===== src/rtl/histo_frame_seq.sv =====
// histo_frame_seq: builds an 8-bin column histogram of colour-matched pixels inside the
// inner frame, then reduces the bins over four cycles into total, left/right and edge-group
// sums, announcing fresh results with a one-cycle new_frame_proc_o pulse.
module histo_frame_seq #(
    parameter int c_img_cols        = 160,
    parameter int c_img_rows        = 120,
    parameter int c_nb_cols         = $clog2(c_img_cols),
    parameter int c_nb_rows         = $clog2(c_img_rows),
    parameter int c_inframe_col0    = 16,
    parameter int c_inframe_row0    = 8,
    parameter int c_inframe_cols    = 128,
    parameter int c_inframe_rows    = 104,
    parameter int c_hist_bins       = 8,
    parameter int c_nb_hist_val     = $clog2(c_inframe_rows*(c_inframe_cols/c_hist_bins)+1),
    parameter int c_nb_inframe_pxls = $clog2(c_inframe_cols*c_inframe_rows)
) (
    input  logic                           clk,
    input  logic                           rst,
    input  logic                           frame_start_i,
    input  logic                           frame_end_i,
    input  logic                           pxl_valid_i,
    input  logic [c_nb_cols-1:0]           pxl_col_i,
    input  logic [c_nb_rows-1:0]           pxl_row_i,
    input  logic                           pxl_match_i,
    output logic [c_nb_inframe_pxls-1:0]   colorpxls_o,
    output logic [c_nb_hist_val-1:0]       colorpxls_bin0_o,
    output logic [c_nb_hist_val-1:0]       colorpxls_bin7_o,
    output logic [c_nb_inframe_pxls-2:0]   colorpxls_bin01_o,
    output logic [c_nb_inframe_pxls-2:0]   colorpxls_bin012_o,
    output logic [c_nb_inframe_pxls-2:0]   colorpxls_left_o,
    output logic [c_nb_inframe_pxls-2:0]   colorpxls_bin67_o,
    output logic [c_nb_inframe_pxls-2:0]   colorpxls_bin567_o,
    output logic [c_nb_inframe_pxls-2:0]   colorpxls_rght_o,
    output logic                           new_frame_proc_o,
    output logic                           busy_o
);

    localparam int c_w_grp     = c_nb_inframe_pxls - 1;
    localparam int c_nb_bin    = $clog2(c_hist_bins);
    localparam int c_bin_shift = $clog2(c_inframe_cols / c_hist_bins);

    // One extra bit so the exclusive upper bounds cannot overflow the index width.
    localparam logic [c_nb_cols:0] c_col_lo = (c_nb_cols+1)'(c_inframe_col0);
    localparam logic [c_nb_cols:0] c_col_hi = (c_nb_cols+1)'(c_inframe_col0 + c_inframe_cols);
    localparam logic [c_nb_rows:0] c_row_lo = (c_nb_rows+1)'(c_inframe_row0);
    localparam logic [c_nb_rows:0] c_row_hi = (c_nb_rows+1)'(c_inframe_row0 + c_inframe_rows);
    localparam logic [c_nb_hist_val-1:0] c_bin_max = '1;

    typedef enum logic [1:0] {StIdle, StAccum, StSum, StDone} state_t;

    state_t                    r_state;
    state_t                    w_state_next;
    logic                      r_pending;
    logic [1:0]                r_k;
    logic [c_nb_hist_val-1:0]  r_bins [c_hist_bins];
    logic [c_w_grp-1:0]        r_lacc;
    logic [c_w_grp-1:0]        r_racc;
    logic [c_w_grp-1:0]        w_lacc_next;
    logic [c_w_grp-1:0]        w_racc_next;
    logic [c_nb_cols:0]        w_col_ext;
    logic [c_nb_cols:0]        w_col_off;
    logic [c_nb_rows:0]        w_row_ext;
    logic                      w_in_frame;
    logic                      w_count;
    logic                      w_clr_bins;
    logic [c_nb_bin-1:0]       w_bin_idx;
    logic [c_nb_bin-1:0]       w_lidx;
    logic [c_nb_bin-1:0]       w_ridx;

    logic [c_nb_inframe_pxls-1:0] r_colorpxls;
    logic [c_nb_hist_val-1:0]     r_bin0;
    logic [c_nb_hist_val-1:0]     r_bin7;
    logic [c_w_grp-1:0]           r_bin01;
    logic [c_w_grp-1:0]           r_bin012;
    logic [c_w_grp-1:0]           r_left;
    logic [c_w_grp-1:0]           r_bin67;
    logic [c_w_grp-1:0]           r_bin567;
    logic [c_w_grp-1:0]           r_rght;

    assign w_col_ext  = {1'b0, pxl_col_i};
    assign w_row_ext  = {1'b0, pxl_row_i};
    assign w_in_frame = (w_col_ext >= c_col_lo) && (w_col_ext < c_col_hi) &&
                        (w_row_ext >= c_row_lo) && (w_row_ext < c_row_hi);
    assign w_count    = pxl_valid_i && pxl_match_i && w_in_frame;
    assign w_col_off  = w_col_ext - c_col_lo;
    assign w_bin_idx  = c_nb_bin'(w_col_off >> c_bin_shift);

    // Reduction walks bins inward from both edges: k from the left, 7-k from the right.
    assign w_lidx      = {1'b0, r_k};
    assign w_ridx      = c_nb_bin'(c_hist_bins - 1) - w_lidx;
    assign w_lacc_next = r_lacc + c_w_grp'(r_bins[w_lidx]);
    assign w_racc_next = r_racc + c_w_grp'(r_bins[w_ridx]);

    // Next-state decode; bins are cleared on every (re-)entry to accumulation.
    always_comb begin
        w_state_next = r_state;
        w_clr_bins   = 1'b0;
        unique case (r_state)
            StIdle: begin
                if (frame_start_i) begin
                    w_state_next = StAccum;
                    w_clr_bins   = 1'b1;
                end
            end
            StAccum: begin
                if (frame_start_i) begin
                    w_clr_bins = 1'b1;
                end else if (frame_end_i) begin
                    w_state_next = StSum;
                end
            end
            StSum: begin
                if (r_k == 2'd3) begin
                    w_state_next = StDone;
                end
            end
            StDone: begin
                if (r_pending || frame_start_i) begin
                    w_state_next = StAccum;
                    w_clr_bins   = 1'b1;
                end else begin
                    w_state_next = StIdle;
                end
            end
            default: w_state_next = StIdle;
        endcase
    end

    // State register.
    always_ff @(posedge clk) begin
        if (rst) begin
            r_state <= StIdle;
        end else begin
            r_state <= w_state_next;
        end
    end

    // Remember a frame start that arrives while the reduction is still running.
    always_ff @(posedge clk) begin
        if (rst || (r_state == StDone)) begin
            r_pending <= 1'b0;
        end else if ((r_state == StSum) && frame_start_i) begin
            r_pending <= 1'b1;
        end
    end

    // Saturating per-bin pixel counters.
    always_ff @(posedge clk) begin
        for (int i = 0; i < c_hist_bins; i++) begin
            if (rst || w_clr_bins) begin
                r_bins[i] <= '0;
            end else if ((r_state == StAccum) && w_count && (w_bin_idx == c_nb_bin'(i)) &&
                         (r_bins[i] != c_bin_max)) begin
                r_bins[i] <= r_bins[i] + 1'b1;
            end
        end
    end

    // Four-step reduction; results are only written here so they hold between frames.
    always_ff @(posedge clk) begin
        if (rst) begin
            r_k         <= '0;
            r_lacc      <= '0;
            r_racc      <= '0;
            r_colorpxls <= '0;
            r_bin0      <= '0;
            r_bin7      <= '0;
            r_bin01     <= '0;
            r_bin012    <= '0;
            r_left      <= '0;
            r_bin67     <= '0;
            r_bin567    <= '0;
            r_rght      <= '0;
        end else if (r_state == StSum) begin
            r_k    <= r_k + 2'd1;
            r_lacc <= w_lacc_next;
            r_racc <= w_racc_next;
            unique case (r_k)
                2'd0: begin
                    r_bin0 <= r_bins[0];
                    r_bin7 <= r_bins[c_hist_bins-1];
                end
                2'd1: begin
                    r_bin01 <= w_lacc_next;
                    r_bin67 <= w_racc_next;
                end
                2'd2: begin
                    r_bin012 <= w_lacc_next;
                    r_bin567 <= w_racc_next;
                end
                2'd3: begin
                    r_left      <= w_lacc_next;
                    r_rght      <= w_racc_next;
                    r_colorpxls <= c_nb_inframe_pxls'(w_lacc_next) +
                                   c_nb_inframe_pxls'(w_racc_next);
                end
                default: ;
            endcase
        end else begin
            r_k    <= '0;
            r_lacc <= '0;
            r_racc <= '0;
        end
    end

    assign colorpxls_o        = r_colorpxls;
    assign colorpxls_bin0_o   = r_bin0;
    assign colorpxls_bin7_o   = r_bin7;
    assign colorpxls_bin01_o  = r_bin01;
    assign colorpxls_bin012_o = r_bin012;
    assign colorpxls_left_o   = r_left;
    assign colorpxls_bin67_o  = r_bin67;
    assign colorpxls_bin567_o = r_bin567;
    assign colorpxls_rght_o   = r_rght;
    assign new_frame_proc_o   = (r_state == StDone);
    assign busy_o             = (r_state != StIdle);

endmodule


===== config.mk =====
export PLATFORM = sky130hd
export DESIGN_NAME = histo_frame_seq
export DESIGN_NICKNAME = d
export VERILOG_FILES = /design/src/rtl/histo_frame_seq.sv
export SDC_FILE = /design/constraint.sdc
export NUM_CORES = 1
export LEC_CHECK = 0
export CAP_MARGIN = 20
export CORE_UTILIZATION = 40
export CTS_CLUSTER_DIAMETER = 200
export DETAILED_ROUTE_END_ITERATION = 8
export PLACE_DENSITY_LB_ADDON = 0.3
export RECOVER_POWER = 50
export SLEW_MARGIN = 20
export SYNTH_ARGS = -nofsm -noshare
export SYNTH_HDL_FRONTEND = slang
export SYNTH_SLANG_ARGS = --single-unit

===== constraint.sdc =====
create_clock -name clk -period 4.58 [get_ports clk]
set_input_delay 0.916 -clock clk [delete_from_list [all_inputs] [get_ports clk]]
set_output_delay 0.916 -clock clk [all_outputs]
set_load 0.01 [all_outputs]

==> metrics.cfg, run 1 <==
[clock_tree]
clkLatencyLatePin_ps=520
cts.sinks=233
cts_tree=done
clk_pin_slew_worst_paths_ps=60
cts_max_level=1
ctsHoldBuffers=0
cts_buffers=25
root_buffer=clkbuf_16
cts_max_path_buffers=3
postCtsSetupBuffers=0
cts_resized=0

[route]
drtIter0Drc=597
firstDrtPassIters=5
drt-wirelength-per-cell_um=17.0
via_count=9502
top_layer=met4
wl_met1_um=13900
drc=0
wl_um=30400
antenna_violating_nets_post_route=0
wl_met3_um=1660
dr_wl_met2_um=14000
vias_per_cell=5.32

[critical_path]
regToRegSetupSlack_ps=200
cpLargestDelayFamily=compound AO/OA/AOI/OAI gates
r2r_start=r_k[0]
crit_path_max_incr_delay_ps=570
crit_arrival_ps=4790
critPathKind=reg2reg
startpoint=r_k[0]
cp.buffers_inverters=0
crit_required_ps=4990
worstPathCellList=mux4_2, ha_1, fa_1, a21o_1, a21oi_1, o21ai_1, a21boi_1, xnor2_1, ha_1, a21oi_1, nand2_1, a21o_1, or3_1, a32o_1
cp-end-kind=flip-flop
cp_slowest_cell=mux4_2
start_kind=flip-flop
crit_fanout=8

[hold_path]
min_from=colorpxls_bin67_o[9]
hold_class=reg2reg

[floorplan]
ios=137
die-area_um2=30200
initial_core_util=0.409
dieWidth_um=174
placementRows=62
core_area_um2=28900
dieHeight_um=174

[synth]
synth-edff-count=88
syn_nets=1323
syn_area_um2=11800
ys_ff_latch=233
synthFlopType=dfxtp_1
syn_area_per_cell_um2=9.47
synth_most_common_cell=nor2_1
synth-async-reset-ratio=0
yosysTopAreaCellShare=0.246
yosysTopAreaCell=dfxtp_1
synth.distinct_cells=71
ys_warn_count=0
yosysSeqAreaShare=0.469
ys_top_cells_by_area=dfxtp_1 25%, edfxtp_1 22%, ha_1 5.4%
ys_top_cells_by_count=169 x nor2_1, 164 x nand2_1, 145 x dfxtp_1, 105 x a21oi_1, 88 x edfxtp_1
synth_cells=1248

[timing]
max_slew_margin=-0.109
finClkSkew_ps=13.3
worst_hold_slack_ps=451
rsz0062_at_grt=false
setup_tns_ps=0
fmax_mhz=228
fin_crit_sh=0.957
setup_viol=0
worstMarginPinSlew_ps=1660
finalHoldViolations=0
drv_slew=29
period_minus_slack_ps=4380

[global_routing]
antenna_found_initial=0
grt_max_degree=83
grt_overflow_total=0
grt_pass1_wl_um=48500
grt_pass1_vias=8975
grtUsageTotal=0.200

[power]
powerDensity_nw_per_um2=435
ir_worst_vdd_mv=0.267
p_leak_nw=5.66

[final_layout]
regArea_um2=5550
multiInputGateArea_um2=5940
finalNonFillerCells=1787
finish.net_count=1462
drive_above_1_share=0.0791
antenna_cells=0
nFillCells=2710
syn_to_final_growth_pct=22.4

[outcome]
failed_checks=max-capacitance violations, max-slew violations
status=complete, but fails checks

[place]
port_buffers=129
placed_cells=1743
post-dp-hpwl_um=22100
gp_congestion=0.869

[flow_run]
maxCapViolCount=1

## logic make-up after synthesis
group	count (synthesis)	share of synthesized area
simple gates	535	0.212
fa+ha+maj	54	0.0591
xor+xnor	87	0.0645
flops	233	0.469
buf+inv	85	0.0282
compound gates	231	0.124
mux	23	0.0428
## area by class of cell
class | count | share of cell area
Clock inverter | 5 | 0.00173
Sequential cell | 233 | 0.384
Inverter | 31 | 0.00805
Timing Repair Buffer | 166 | 0.108
Clock buffer | 38 | 0.0547
Multi-Input combinational cell | 930 | 0.411
Tap cell | 384 | 0.0332
## metal layers
metal	up-vias	global-route usage
li1	4704	-
met1	4486	0.274
met2	263	0.322
met3	49	0.0325
met4	0	0.0665
met5	-	0
## report_power, final
part | switching (mW) | total (mW) | internal [mW] | leakage, nW
clock network | 0.823 | 2.01 | 1.19 | 0.409
registers | 0.279 | 2.71 | 2.43 | 2.13
logic | 0.947 | 1.57 | 0.625 | 3.12
total | 2.05 | 6.29 | 4.24 | 5.66
## layout by cell type (no fill, tap or decap), types with 24 or more instances in the layout
cell type and count:
a211oi_1 28, a21oi_1 105, and3_1 28, buf_4 25, clkbuf_16 29, dfxtp_1 145, dlygate4sd3_1 115, edfxtp_1 88
ha_1 51, inv_1 31, nand2_1 164, nand3_1 50, nor2_1 169, o21ai_0 24, xnor2_1 45, xor2_1 42
## final timing paths
| path | end | cells after the start |
|---|---|---|
| hold reg to reg | colorpxls_bin67_o[9] | 2 |
| hold / removal | colorpxls_bin67_o[9] | 2 |
| setup reg to reg | colorpxls_o[12] | 14 |
| setup / recovery | colorpxls_o[12] | 14 |
## per-stage QoR
stage	utilization	area (µm²)	power, mW	setup WS [ps]
6_report	0.501	14500	6.29	199
5_1_grt	0.501	14500	6.62	31.0
4_1_cts	0.502	14500	6.35	199
3_5_place_dp	0.473	13700	4.33	237
3_3_place_gp	0.473	13700	4.31	306
2_1_floorplan	-	11800	3.72	120
## worst register-to-register path: stages, from the launching register on
cell,delay [ps]
dfxtp_1,440
mux4_2,570
ha_1,230
fa_1,400
a21o_1,170
a21oi_1,300
o21ai_1,200
a21boi_1,300
xnor2_1,270
ha_1,390
a21oi_1,160
nand2_1,80
a21o_1,180
or3_1,310
a32o_1,250
## registers in the layout, summed over array words and instances (netlist names)
register / count
r_lacc: 13
colorpxls_left_o: 13
colorpxls_bin567_o: 13
r_pending: 1
colorpxls_o: 14
colorpxls_bin012_o: 13
colorpxls_rght_o: 13
colorpxls_bin7_o: 11
r_state: 2
colorpxls_bin0_o: 11
r_racc: 13
r_k: 2
r_bins: 88
colorpxls_bin01_o: 13
colorpxls_bin67_o: 13
No activity file was read; power rests on OpenSTA's default activity.
==> run 2, diff against run 1 <==
Settings changed: CORE_MARGIN set to 4, CORE_UTILIZATION 40 to 45.
==> run 2 against run 1 <==
The run still ends with max-capacitance violations, max-slew violations left. Sequential share of layout area is 0.21 points higher. Combinational power hardly changed. Register-to-register slack better by 90 ps. Via count is 1.4% higher. Final area is 0.53% lower. Global-route usage is 0.40 points higher. Sequential cell count stayed put.
==> metrics.cfg, run 2 (synthesis gave the netlist of run 1 again) <==
[outcome]
status=complete, but fails checks
failed_checks=max-capacitance violations, max-slew violations

[critical_path]
cp_slowest_cell=mux4_2
crit_arrival_ps=4700
cp-end-kind=flip-flop
crit_path_frequent_cell=buf_4
r2r_start=r_k[0]
cp.buffers_inverters=4
critPathKind=reg2reg
start_kind=flip-flop
regToRegSetupSlack_ps=280
crit_fanout=7
cpLargestDelayFamily=compound AO/OA/AOI/OAI gates
crit_required_ps=4990
crit_path_max_incr_delay_ps=530
worstPathCellList=buf_4, buf_4, mux4_2, ha_1, buf_4, and3_1, o21ai_0, o31ai_1, a311o_1, inv_1, ha_1, a21o_1, a21oi_1, nand2_1, a21o_1, or3_1, a32o_1
r2r_end=colorpxls_o[12]
r2r_cells=17

[clock_tree]
cts_max_path_buffers=3
ctsHoldBuffers=0
cts_max_level=1
clk_pin_slew_worst_paths_ps=60
root_buffer=clkbuf_16
clkLatencyLatePin_ps=520
cts_buffers=24
cts_resized=0
cts.sinks=233
cts_tree=done
postCtsSetupBuffers=0

[floorplan]
ios=137
dieWidth_um=170
initial_core_util=0.456
core_area_um2=25900
dieHeight_um=170
die-area_um2=28900
placementRows=59

[final_layout]
finalNonFillerCells=1735
mostFrequentLayoutCells=169 x nor2_1, 164 x nand2_1, 144 x dfxtp_1
antenna_cells=0
largest_reg_flops=88
finish.net_count=1457
drive_above_1_share=0.0821
syn_to_final_growth_pct=21.7
top_register=r_bins
mostFrequentLayoutCell=nor2_1

[route]
wl_um=30400
via_count=9633
firstDrtPassIters=5
vias_per_cell=5.55
drt-wirelength-per-cell_um=17.5
antenna_violating_nets_post_route=0
drtIter0Drc=735
drc=0

[global_routing]
grt_pass1_vias=9073
antenna_found_initial=0
grtUsageTotal=0.204
grt_overflow_total=0
grt_max_degree=84
grt_pass1_wl_um=48100

[timing]
worst_hold_slack_ps=449
period_minus_slack_ps=4300
fin_crit_sh=0.938
rsz0062_at_grt=false
setup_tns_ps=0
finClkSkew_ps=9.24
finalHoldViolations=0
fmax_mhz=233
setup_viol=0
max_slew_margin=-0.499
worstMarginPinSlew_ps=2250
drv_slew=85

[place]
post-dp-hpwl_um=22300
gp_congestion=0.902
port_buffers=129
placed_cells=1691

[power]
powerDensity_nw_per_um2=440
p_leak_nw=5.64
ir_worst_vdd_mv=0.297
power_mw=6.33

[hold_path]
hold_end=colorpxls_bin012_o[0]
min_from=colorpxls_bin012_o[0]
hold_class=reg2reg
min_path_cells=2

[flow_run]
maxCapViolCount=2

-- run 2: final cells by class --
type	count	area, µm²
fillers	2258	11500
inverters	31	116
clock inverters	13	121
clock buffers	31	699
well taps	335	419
flip-flops and latches	233	5550
repair buffers	162	1540
multi-input cells	930	5940
-- run 2: how the worst max path moves through the flow --
| stage | startpoint | end | cells after the start |
|---|---|---|---|
| after floorplan | r_k[0] | colorpxls_o[12] | 18 |
| after global placement | r_k[0] | colorpxls_o[12] | 16 |
| after detailed placement | r_k[0] | colorpxls_o[12] | 16 |
| after CTS | r_k[0] | colorpxls_o[12] | 17 |
| after global routing | r_bins[4][0] | colorpxls_o[13] | 15 |
| final | r_k[0] | colorpxls_o[12] | 17 |
-- run 2: metrics by stage --
step                setup WS (ps)  cell area [µm²]  utilization
detailed placement            249            13600        0.524
finish                        284            14400        0.555
global route                 50.4            14400        0.555
floorplan                     120            11800            -
global placement              298            13600        0.524
CTS                           221            14400        0.556
-- run 2: where the power goes --
| group | total, mW | internal (mW) | leakage [nW] | switching, mW |
|---|---|---|---|---|
| registers | 2.71 | 2.43 | 2.13 | 0.278 |
| clock network | 2.02 | 1.19 | 0.401 | 0.831 |
| logic | 1.59 | 0.632 | 3.12 | 0.962 |
-- run 2: per-layer routing --
metal  global-route usage  vias up  wire length [µm]
met5                    0        -                 0
met4               0.0580        0               837
met3               0.0307       48              1920
met2                0.334      286             14100
met1                0.285     4597             13500
li1                     -     4702                 -
-- run 2: worst register-to-register path, stage by stage, from the launching register on --
cell     delay, ps
dfxtp_2        400
buf_4          160
buf_4          160
mux4_2         530
ha_1           310
buf_4          160
and3_1         160
o21ai_0        200
o31ai_1        110
a311o_1        300
inv_1          210
ha_1           350
a21o_1         210
a21oi_1        130
nand2_1         60
a21o_1         180
or3_1          320
a32o_1         250
==> run 3, diff against run 2 <==
Settings changed: CORE_UTILIZATION 45 to 40, TNS_END_PERCENT set to 50.
==> run 3 against run 2 <==
The run now ends clean. Via count fell by 1.5%. Clock skew up 5.6 ps. Hold slack gained 0.55 ps. Sequential power hardly changed. Sequential cell count did not move. Critical endpoint unchanged. Wire length is 0.32% higher. Sequential share of layout area down 0.12 points. Critical path depth is 3 lower. Count of clock-buffer cells in the layout grew 5. Non-clock buffer count up 5. Global-route usage decreased by 2.4 points.
==> metrics.cfg, run 3 (synthesis gave the netlist of run 1 again) <==
[outcome]
status=complete, no violations

[global_routing]
grt_overflow_total=0
grt_max_degree=84
antenna_found_initial=0
grt_pass1_wl_um=48600
grtUsageTotal=0.180
grt_pass1_vias=8953

[floorplan]
dieWidth_um=180
initial_core_util=0.408
die-area_um2=32300
dieHeight_um=180
core_area_um2=28900
ios=137
placementRows=62

[critical_path]
crit_path_max_incr_delay_ps=510
crit_fanout=8
r2r_end=colorpxls_o[12]
r2r_start=r_bins[7][0]
crit_arrival_ps=4730
cpLargestDelayFamily=compound AO/OA/AOI/OAI gates
regToRegSetupSlack_ps=250
cp.buffers_inverters=0
r2r_cells=14
cp-end-kind=flip-flop
crit_required_ps=4990
cp_slowest_cell=mux4_2
worstPathCellList=mux4_2, ha_1, fa_1, a21o_1, a21oi_1, o21ai_1, a21boi_1, xnor2_1, ha_1, a21oi_1, nand2_1, a21o_1, or3_1, a32o_1
start_kind=flip-flop
critPathKind=reg2reg

[timing]
fin_crit_sh=0.945
period_minus_slack_ps=4330
worstMarginPinSlew_ps=1260
setup_tns_ps=0
finalHoldViolations=0
max_slew_margin=0.159
drv_slew=0
finClkSkew_ps=14.8
rsz0062_at_grt=false
setup_viol=0
fmax_mhz=231

[place]
port_buffers=129
placed_cells=1744
gp_congestion=0.892
post-dp-hpwl_um=22800

[route]
firstDrtPassIters=8
vias_per_cell=5.30
wl_um=30500
antenna_violating_nets_post_route=0
via_count=9492
drtIter0Drc=613
drt-wirelength-per-cell_um=17.0
drc=0

[final_layout]
mostFrequentLayoutCell=nor2_1
nFillCells=2671
finalNonFillerCells=1790
antenna_cells=0
mostFrequentLayoutCells=169 x nor2_1, 164 x nand2_1, 144 x dfxtp_1
largest_reg_flops=88
top_register=r_bins
drive_above_1_share=0.0853
utilization=0.498
finish.net_count=1463
syn_to_final_growth_pct=22.1

[clock_tree]
cts_max_path_buffers=3
clkLatencyLatePin_ps=520
cts.sinks=233
ctsHoldBuffers=0
cts_buffers=25
root_buffer=clkbuf_16
cts_tree=done
clk_pin_slew_worst_paths_ps=60
cts_max_level=1

[hold_path]
hold_class=reg2reg
min_from=colorpxls_bin01_o[0]
min_path_cells=2
hold_end=colorpxls_bin01_o[0]

[power]
ir_worst_vdd_mv=0.254
powerDensity_nw_per_um2=432
p_leak_nw=5.66

[flow_run]
maxCapViolCount=0

==> run 3: tightest hold or removal path, stage by stage, from the launching register on <==
cell and delay, ps:
dfxtp_1 300, nand2_1 50, a21oi_1 50
==> run 3: layer usage <==
metal / GRT usage / share of wire / vias to the layer above
met2: 0.302 / 0.47 / 247
li1: - / - / 4711
met3: 0.0261 / 0.056 / 44
met5: 0 / 0 / -
met4: 0.0421 / 0.021 / 0
met1: 0.248 / 0.45 / 4490
==> run 3: stage by stage <==
step | total power [mW] | cell area, µm² | setup WS [ps] | hold WS (ps)
4_1_cts | 6.29 | 14400 | 116 | 456
3_3_place_gp | 4.32 | 13600 | 215 | 444
5_1_grt | 6.53 | 14400 | 0.0262 | 466
6_report | 6.23 | 14400 | 254 | 450
2_1_floorplan | 3.72 | 11800 | 120 | 476
3_5_place_dp | 4.36 | 13700 | 130 | 448
==> run 3: layout make-up <==
type	instances	area, µm²	share of cell area
multi-input combinational	930	5930	0.411
sequential	233	5550	0.385
timing repair buffer	167	1570	0.109
clock buffer	36	728	0.0505
tap	384	480	0.0333
inverter	31	116	0.00807
clock inverter	9	53.8	0.00373
==> run 3: report_power, final <==
part | switching (mW) | internal [mW]
registers | 0.285 | 2.43
clock network | 0.816 | 1.11
logic | 0.955 | 0.636
==> run 3: timing repair <==
| item | 4_1_cts | 5_1_grt |
|---|---|---|
| buffers inserted | 0 | 1 |
| resized for setup | 0 | 7 |
| setup endpoints to repair | 0 | 5 |
==> run 3: how the worst max path moves through the flow <==
stage          slack, ps  cells past startpoint               to          from
6_report             250                     14  colorpxls_o[12]  r_bins[7][0]
5_1_grt             0.03                     14  colorpxls_o[12]  r_bins[7][0]
3_3_place_gp         220                     17  colorpxls_o[12]        r_k[0]
4_1_cts              120                     16  colorpxls_o[11]        r_k[0]
2_1_floorplan        120                     18  colorpxls_o[12]        r_k[0]
3_5_place_dp         130                     16  colorpxls_o[11]        r_k[0]
